--- src/rtl/alu_sequencer.sv ---
// Command sequencer for the 8-bit alu: owns a small register file and runs one command at a time.
// Optional ALU_SEQ_COND_EN adds flag-conditioned EXEC (skip when the condition is false).
module alu_sequencer #(
  parameter  int MAX_WIDTH = 8,
  parameter  int NREGS     = 4,
  localparam int AW        = $clog2(NREGS)
) (
  input  logic                 clk,
  input  logic                 rst,
  input  logic                 cmd_valid,
  output logic                 cmd_ready,
  input  logic [1:0]           cmd_op,
  input  logic [2:0]           cmd_selop,
  input  logic [1:0]           cmd_shamt,
  input  logic                 cmd_setf,
  input  logic [1:0]           cmd_cond,
  input  logic [AW-1:0]        cmd_ra,
  input  logic [AW-1:0]        cmd_rb,
  input  logic [AW-1:0]        cmd_rd,
  input  logic [MAX_WIDTH-1:0] cmd_imm,
  output logic [MAX_WIDTH-1:0] alu_busA,
  output logic [MAX_WIDTH-1:0] alu_busB,
  output logic [2:0]           alu_selop,
  output logic [1:0]           alu_shamt,
  output logic                 alu_enaf,
  input  logic [MAX_WIDTH-1:0] alu_busC,
  input  logic                 alu_C,
  input  logic                 alu_N,
  input  logic                 alu_P,
  input  logic                 alu_Z,
  output logic                 rsp_valid,
  input  logic                 rsp_ready,
  output logic [MAX_WIDTH-1:0] rsp_data,
  output logic [3:0]           rsp_flags,
  output logic                 rsp_skip
);

  typedef enum logic [1:0] {
    IDLE   = 2'd0,
    EXEC   = 2'd1,
    SAMPLE = 2'd2,
    RESP   = 2'd3
  } state_t;

  localparam logic [1:0] OP_EXEC  = 2'd0;
  localparam logic [1:0] OP_LOADI = 2'd1;
  localparam logic [1:0] OP_READ  = 2'd2;

  state_t state, state_nxt;

  logic [MAX_WIDTH-1:0] rf [NREGS];
  logic [AW-1:0]        rd_q;
  logic                 wr_q;
  logic                 setf_q;
  logic                 cond_ok;
  logic                 accept;
  logic [3:0]           flags;

  assign flags  = {alu_C, alu_N, alu_P, alu_Z};
  assign accept = cmd_valid & cmd_ready;

`ifdef ALU_SEQ_COND_EN
  always_comb begin
    cond_ok = 1'b1;
    unique case (cmd_cond)
      2'd0:    cond_ok = 1'b1;
      2'd1:    cond_ok = alu_Z;
      2'd2:    cond_ok = alu_C;
      default: cond_ok = alu_N;
    endcase
  end
`else
  logic unused_cond;
  assign unused_cond = ^cmd_cond;
  assign cond_ok     = 1'b1;
`endif

  always_ff @(posedge clk or negedge rst) begin
    if (!rst) state <= IDLE;
    else      state <= state_nxt;
  end

  // enaf is gated by state so an async reset drops it immediately
  always_comb begin
    state_nxt = state;
    cmd_ready = 1'b0;
    rsp_valid = 1'b0;
    alu_enaf  = 1'b0;
    unique case (state)
      IDLE: begin
        cmd_ready = 1'b1;
        if (cmd_valid)
          state_nxt = (cmd_op == OP_EXEC) ? EXEC : RESP;
      end
      EXEC: begin
        alu_enaf  = setf_q;
        state_nxt = SAMPLE;
      end
      SAMPLE: state_nxt = RESP;
      RESP: begin
        rsp_valid = 1'b1;
        if (rsp_ready) state_nxt = IDLE;
      end
      default: state_nxt = IDLE;
    endcase
  end

  always_ff @(posedge clk or negedge rst) begin
    if (!rst) begin
      for (int i = 0; i < NREGS; i++) rf[i] <= '0;
      alu_busA  <= '0;
      alu_busB  <= '0;
      alu_selop <= '0;
      alu_shamt <= '0;
      rd_q      <= '0;
      wr_q      <= 1'b0;
      setf_q    <= 1'b0;
      rsp_data  <= '0;
      rsp_flags <= '0;
      rsp_skip  <= 1'b0;
    end else begin
      if (accept) begin
        rsp_skip  <= 1'b0;
        rsp_flags <= flags;
        unique case (cmd_op)
          OP_EXEC: begin
            alu_busA  <= rf[cmd_ra];
            alu_busB  <= rf[cmd_rb];
            alu_selop <= cmd_selop;
            alu_shamt <= cmd_shamt;
            rd_q      <= cmd_rd;
            wr_q      <= cond_ok;
            setf_q    <= cmd_setf & cond_ok;
            rsp_skip  <= ~cond_ok;
            // a skipped EXEC reports the untouched destination
            rsp_data  <= rf[cmd_rd];
          end
          OP_LOADI: begin
            rf[cmd_rd] <= cmd_imm;
            rsp_data   <= cmd_imm;
          end
          OP_READ: rsp_data <= rf[cmd_ra];
          default: rsp_data <= '0;
        endcase
      end
      if (state == EXEC && wr_q) begin
        rf[rd_q] <= alu_busC;
        rsp_data <= alu_busC;
      end
      if (state == SAMPLE) rsp_flags <= flags;
    end
  end

endmodule

--- config.mk ---
export PLATFORM = sky130hd
export DESIGN_NAME = alu_sequencer
export DESIGN_NICKNAME = d
export VERILOG_FILES = /design/src/rtl/alu_sequencer.sv
export SDC_FILE = /design/constraint.sdc
export NUM_CORES = 1
export LEC_CHECK = 0
export CAP_MARGIN = 30
export CORE_MARGIN = 8
export CORE_UTILIZATION = 55
export DETAILED_ROUTE_END_ITERATION = 8
export PLACE_DENSITY = 0.93
export SYNTH_ARGS = -nofsm -noshare
export SYNTH_HDL_FRONTEND = slang
export SYNTH_SLANG_ARGS = --single-unit
--- constraint.sdc ---
create_clock -name clk -period 3.5 [get_ports clk]
set_clock_uncertainty 0.1 [all_clocks]
set_input_delay 0.7 -clock clk [delete_from_list [all_inputs] [get_ports clk]]
set_output_delay 0.7 -clock clk [all_outputs]
set_load 0.01 [all_outputs]
==> results of run 1 <==
## cell usage in the layout (no fill, tap or decap), types with 2 or more instances in the layout
master and instances:
nor2_1 28, a21oi_1 25, clkinv_2 2, inv_1 4, nand2_1 24, buf_12 2, ha_1 5, o21ai_1 8
a211oi_1 2, clkdlybuf4s50_1 72, and2_1 3, nand3b_1 2, nor4_4 2, clkbuf_8 9, dfrtp_1 71, buf_4 11
mux2_2 20, bufinv_16 2, mux2_1 8, a222oi_1 8, a22o_1 8, mux2i_1 32, mux4_2 24
## worst min path at each step
stage,startpoint,end,slack [ns],cells past startpoint
2_1_floorplan,rst,alu_busA[0]$_DFFE_PN0P_,0.30,0
3_3_place_gp,wr_q$_DFFE_PN0P_,wr_q$_DFFE_PN0P_,0.34,1
3_5_place_dp,wr_q$_DFFE_PN0P_,wr_q$_DFFE_PN0P_,0.35,1
4_1_cts,rst,rsp_flags[0]$_DFFE_PN0P_,0.33,1
5_1_grt,rst,rsp_flags[0]$_DFFE_PN0P_,0.38,1
6_report,rst,rsp_flags[3]$_DFFE_PN0P_,0.31,1
## per-stage QoR
| stage | instance area [µm²] | cells | utilization | setup WS [ns] | power [µW] |
|---|---|---|---|---|---|
| after floorplan | 3840 | 307 | - | 1.45 | 2510 |
| after global placement | 4720 | 471 | 0.695 | 0.770 | 3160 |
| after detailed placement | 4720 | 471 | 0.695 | 0.683 | 3290 |
| final | 4930 | 486 | 0.726 | 0.941 | 4000 |
| after global routing | 4930 | 486 | 0.726 | 0.845 | 4190 |
| after CTS | 4930 | 486 | 0.726 | 0.992 | 4000 |
## layout make-up
class | instances | area share
well taps | 96 | 0.0243
repair buffers | 86 | 0.172
clock inverters | 6 | 0.0175
flip-flops and latches | 71 | 0.360
clock buffers | 9 | 0.0251
multi-input cells | 213 | 0.397
inverters | 5 | 0.00380
## routing by layer
metal	GRT usage	up-vias	part of all wire
met1	0.240	1500	0.38
met5	0	-	0
met2	0.365	186	0.50
met3	0.0545	33	0.090
met4	0.109	0	0.030
li1	-	1314	-
## power by group
part | total, µW | internal, µW | switching [µW]
registers | 1550 | 1230 | 322
logic | 1740 | 995 | 745
clock network | 705 | 396 | 309
## kinds of logic after synthesis
group           Yosys count
flops                    71
other cells               1
buf+inv                  23
simple gates             70
fa+ha+maj                 5
mux                      84
compound gates           53
## registers in the layout (all words and copies together) (netlist names)
name,flops
alu_busA,8
rsp_data,8
state,2
setf_q,1
rsp_flags,4
alu_busB,8
rd_q,2
wr_q,1
rf,32
alu_selop,3
alu_shamt,2
==> qor.yml, run 1 <==
clock_tree:
  htree_levels: 3
  cts_hold_buffers: 0
  cts_tree: "done"
  post_cts_buffers: 0
  clock_sinks: 71
  insertion_delay_ns: 0.34
  numCtsBuffers: 9
  ctsResizeCount: 0
  cts-root-buf: "clkbuf_8"
  cts.path.max_buffers: 2
  cts.clk_slew.worst_paths_ns: 0.08
logic_synthesis:
  yosys.area.top_type_share: 0.463
  ys_types: 36
  ys_seq_area_frac: 0.463
  synth_common_cells: "dfrtp_1, mux2i_1, nor2_1"
  syn_area_per_cell_um2: 12.5
  synth.area.top_cells: "dfrtp_1, mux4_2, mux2i_1"
  yosysWarningCount: 0
  synthAdderAreaFrac: 0.0163
  synth_edf_count: 0
  syn_nets: 352
  synthArstFlopShare: 1.00
  yosys.area_share.simple: 0.0958
  yosysMostFrequentCell: "dfrtp_1"
  synth.largest_area_cell: "dfrtp_1"
  ys_ff_latch: 71
  synth_compound_area_frac: 0.0896
  syn_area_um2: 3840
  synth_top_family_by_area: "multiplexers"
  netlist_instances: 307
  synthXorXnorAreaFrac: 0
  synth_mux_area_frac: 0.306
  synthFlopType: "dfrtp_1"
status:
  status: "completed"
critical_path:
  crit_end: "rsp_data[4]$_DFFE_PN0P_"
  cp.depth: 7
  cpLargestDelayFamily: "compound AO/OA/AOI/OAI gates"
  crit_fanout: 15
  r2r_cells: 7
  r2r_slack_ns: 0.94
  cp-end-kind: "register"
  cp-start-kind: "register"
  cp_cell_sequence: "inv_1 -> ha_1 -> and2_1 -> a211oi_1 -> buf_4 -> nand2_1 -> nand2_1"
  cp-startpoint: "state[1]$_DFFE_PN0P_"
  critical_path.max_stage_delay_ns: 0.94
  crit_top_cell: "nand2_1"
  worst_ep_arrival_time_ns: 2.74
  critPathSlowestCell: "a211oi_1"
  worstPathBufferInverterCount: 2
  crit_type: "register to register"
  required_ns: 3.68
  rr_startpoint: "state[1]$_DFFE_PN0P_"
  r2r-end: "rsp_data[4]$_DFFE_PN0P_"
timing:
  grt_setup_unrepaired: "no"
  finalMaxSlewViolations: 0
  slew_headroom: 0.304
  hold_slack_ns: 0.314
  finalSetupTns_ns: 0
  finalSetupViolations: 0
  period_minus_slack_ns: 2.56
  max_freq_ghz: 0.391
  worstMarginPinSlew_ns: 1.04
  min_period_over_period: 0.731
  timing_hold_violations_final: 0
drt:
  wl_per_cell_um: 21.4
  drc: 0
  firstDrtPassIters: 6
  drtAntennaViolNets: 0
  drt-initial-drc-count: 313
  viasPerCell: 6.24
  totalWireLength_mm: 10.4
  vias: 3033
final_layout:
  final_nets: 431
  multi_input_area_um2: 1960
  area_delta_synth_final_pct: 28.5
  drive_above_1_share: 0.213
  antenna_cells: 0
  area.sequential_um2: 1780
  nFillCells: 405
floorplan:
  coreArea_um2: 6790
  num_rows: 30
  io_pins: 77
  die_area_um2: 9910
  die_w_um: 99.6
  start_util: 0.565
  die_h_um: 99.6
grt:
  track_usage: 0.213
  grt_overflow_total: 0
  grt_pass1_vias: 3156
  antenna_found_initial: 0
  grt_pass1_wl_mm: 16.3
  grt_max_degree: 40
pwr:
  p_leak_uw: 0.00205
  powerDensity_nw_per_um2: 810
  peakVddDrop_uv: 312
place:
  io_buffers: 73
  dp.final_hpwl_mm: 7.24
  gp_congestion: 0.816
job:
  max_cap_violations: 0
hold_path:
  hp-class: "input pin to asynchronous set/reset pin"
Note: power is estimated with default switching activity, not from simulation.
==> run 2: changes to the inputs <==
CORE_UTILIZATION = 52   (was 55)
PLACE_DENSITY = 0.89   (was 0.93)
clock period = 2.38 ns   (was 3.5 ns; I/O delays follow)
==> qor.yml, run 2 (same netlist as run 1, synthesis figures left out) <==
status:
  status: "completed"  # unchanged
timing:
  finalSetupTns_ns: 0  # unchanged
  finalMaxSlewViolations: 0  # unchanged
  worstMarginPinSlew_ns: 0.882  # was 1.04 ns
  timing_hold_violations_final: 0  # unchanged
  slew_headroom: 0.410  # was 0.304
  grt_setup_unrepaired: "no"  # unchanged
  min_period_over_period: 0.951
  finalSetupViolations: 0  # unchanged
  period_minus_slack_ns: 2.26
  max_freq_ghz: 0.442
  hold_slack_ns: 0.0276  # was 0.314 ns
drt:
  totalWireLength_mm: 11.1  # was 10.4 mm
  drc: 0  # unchanged
  wl_per_cell_um: 22.0  # was 21.4 µm
  drtAntennaViolNets: 0  # unchanged
  drt-initial-drc-count: 206  # was 313
  vias: 3105  # was 3,033
  viasPerCell: 6.15  # was 6.24
  firstDrtPassIters: 6  # unchanged
floorplan:
  io_pins: 77  # unchanged
  num_rows: 31  # was 30
  die_w_um: 102  # was 99.6 µm
  start_util: 0.532  # was 0.565
  die_area_um2: 10400  # was 9910 µm²
  die_h_um: 102  # was 99.6 µm
  coreArea_um2: 7210  # was 6790 µm²
critical_path:
  crit_type: "register to output port"  # was register to register
  worstPathBufferInverterCount: 2  # unchanged
  critPathSlowestCell: "clkdlybuf4s50_1"  # was a211oi_1
  crit_fanout: 4  # was 15
  cp-start-kind: "register"  # unchanged
  cp.depth: 3  # was 7
  rr_startpoint: "state[1]$_DFFE_PN0P_"  # unchanged
  cp-end-kind: "output port"  # was register
  worst_ep_arrival_time_ns: 1.69  # was 2.74 ns
  cpLargestDelayFamily: "buffers and inverters"  # was compound AO/OA/AOI/OAI gates
  required_ns: 1.80  # was 3.68 ns
  cp_cell_sequence: "inv_1 -> ha_2 -> clkdlybuf4s50_1"  # was inv_1 -> ha_1 -> and2_1 -> a211oi_1 -> buf_4 -> nand2_1 -> nand2_1
  r2r_cells: 8  # was 7
  r2r_slack_ns: 0.21  # was 0.94 ns
  critical_path.max_stage_delay_ns: 0.54  # was 0.94 ns
  crit_end: "cmd_ready"  # was rsp_data[4]$_DFFE_PN0P_
  cp-startpoint: "state[0]$_DFFE_PN0P_"  # was state[1]$_DFFE_PN0P_
  r2r-end: "rsp_data[4]$_DFFE_PN0P_"  # unchanged
clock_tree:
  cts.path.max_buffers: 2  # unchanged
  cts-root-buf: "clkbuf_8"  # unchanged
  cts.clk_slew.worst_paths_ns: 0.08  # about the same
  cts_hold_buffers: 0  # unchanged
  insertion_delay_ns: 0.35  # was 0.34 ns
  numCtsBuffers: 9  # unchanged
  post_cts_buffers: 0  # unchanged
  clock_sinks: 71  # unchanged
  htree_levels: 3  # unchanged
  cts_tree: "done"  # unchanged
hold_path:
  hp-class: "input pin to asynchronous set/reset pin"  # unchanged
pwr:
  peakVddDrop_uv: 424  # was 312 µV
  powerDensity_nw_per_um2: 1180  # was 810 nW/µm²
  power_uw: 6030  # was 4000 µW
  p_leak_uw: 0.00216  # was 0.00205 µW
grt:
  grt_overflow_total: 0  # unchanged
  grt_pass1_vias: 3399  # was 3,156
  grt_pass1_wl_mm: 17.7  # was 16.3 mm
  antenna_found_initial: 0  # unchanged
  track_usage: 0.226  # was 0.213
  grt_max_degree: 72  # was 40
final_layout:
  multi_input_area_um2: 1970  # was 1960 µm²
  finish.utilization: 0.711  # was 0.726
  area.sequential_um2: 1780  # unchanged
  final_nets: 446  # was 431
  final_cell_mix: "dfrtp_1, clkdlybuf4s50_1, mux2i_1"  # was clkdlybuf4s50_1, dfrtp_1, mux2i_1
  nFillCells: 489  # was 405
  largest_reg_flops: 32  # unchanged
  instances_no_fill: 505  # was 486
  regMostFlops: "rf"  # unchanged
  antenna_cells: 0  # unchanged
  drive_above_1_share: 0.244  # was 0.213
  area_delta_synth_final_pct: 33.5  # was 28.5%
place:
  gp_congestion: 0.784  # was 0.816
  dp.cells: 489  # was 471
  dp.final_hpwl_mm: 7.70  # was 7.24 mm
  io_buffers: 73  # unchanged
job:
  max_cap_violations: 0  # unchanged
## run 2: changes by cell type in the layout (fill, tap and decap cells not counted), sizes merged
cell and delta:
buf +15, inv +1, dlymetal6s2s +1, clkinv -1
clkbuf +1, clkdlybuf4s50 -1
## run 2: worst min path at each step
stage / startpoint / end / depth (start not counted)
global route: rst / rsp_flags[0]$_DFFE_PN0P_ / 2
finish: rst / rsp_flags[0]$_DFFE_PN0P_ / 2
global placement: wr_q$_DFFE_PN0P_ / wr_q$_DFFE_PN0P_ / 1
floorplan: rst / alu_busA[0]$_DFFE_PN0P_ / 0
detailed placement: wr_q$_DFFE_PN0P_ / wr_q$_DFFE_PN0P_ / 1
CTS: rst / rsp_flags[2]$_DFFE_PN0P_ / 2
## run 2: what timing repair did
| action | 4_1_cts | 5_1_grt |
|---|---|---|
| resized for setup | 1 | 2 |
| setup endpoints to repair | 1 | 2 |
| pin swaps | 0 | 0 |
| cloned | 0 | 0 |
## run 2: routing by layer
metal	wire length [µm]	up-vias	track usage	share of wire
met5	0	-	0	0
met4	436	0	0.126	0.039
met3	800	43	0.0484	0.072
met2	5550	181	0.384	0.50
met1	4320	1537	0.261	0.39
li1	-	1344	-	-
## run 2: per-stage QoR
stage | setup WS, ns | area, µm²
6_report | 0.116 | 5130
5_1_grt | 0.0366 | 5130
4_1_cts | 0.0733 | 5120
3_5_place_dp | -0.120 | 4890
3_3_place_gp | 0.0442 | 4890
2_1_floorplan | 0.325 | 3840
## run 2: area by class of cell
class,count,area share
multi-input combinational,213,0.385
sequential,71,0.347
timing repair buffer,101,0.198
clock buffer,10,0.0249
tap,99,0.0242
clock inverter,6,0.0183
inverter,5,0.00366
## run 2: where the power goes
| part | switching, µW | internal [µW] |
|---|---|---|
| Combinational | 1130 | 1530 |
| Clock | 487 | 598 |
| Sequential | 486 | 1800 |
==> run 3: changes to the inputs <==
TNS_END_PERCENT = 10   (was default)
==> results of run 3 <==
Final layout, timing and power as in run 2 (identical DEF).
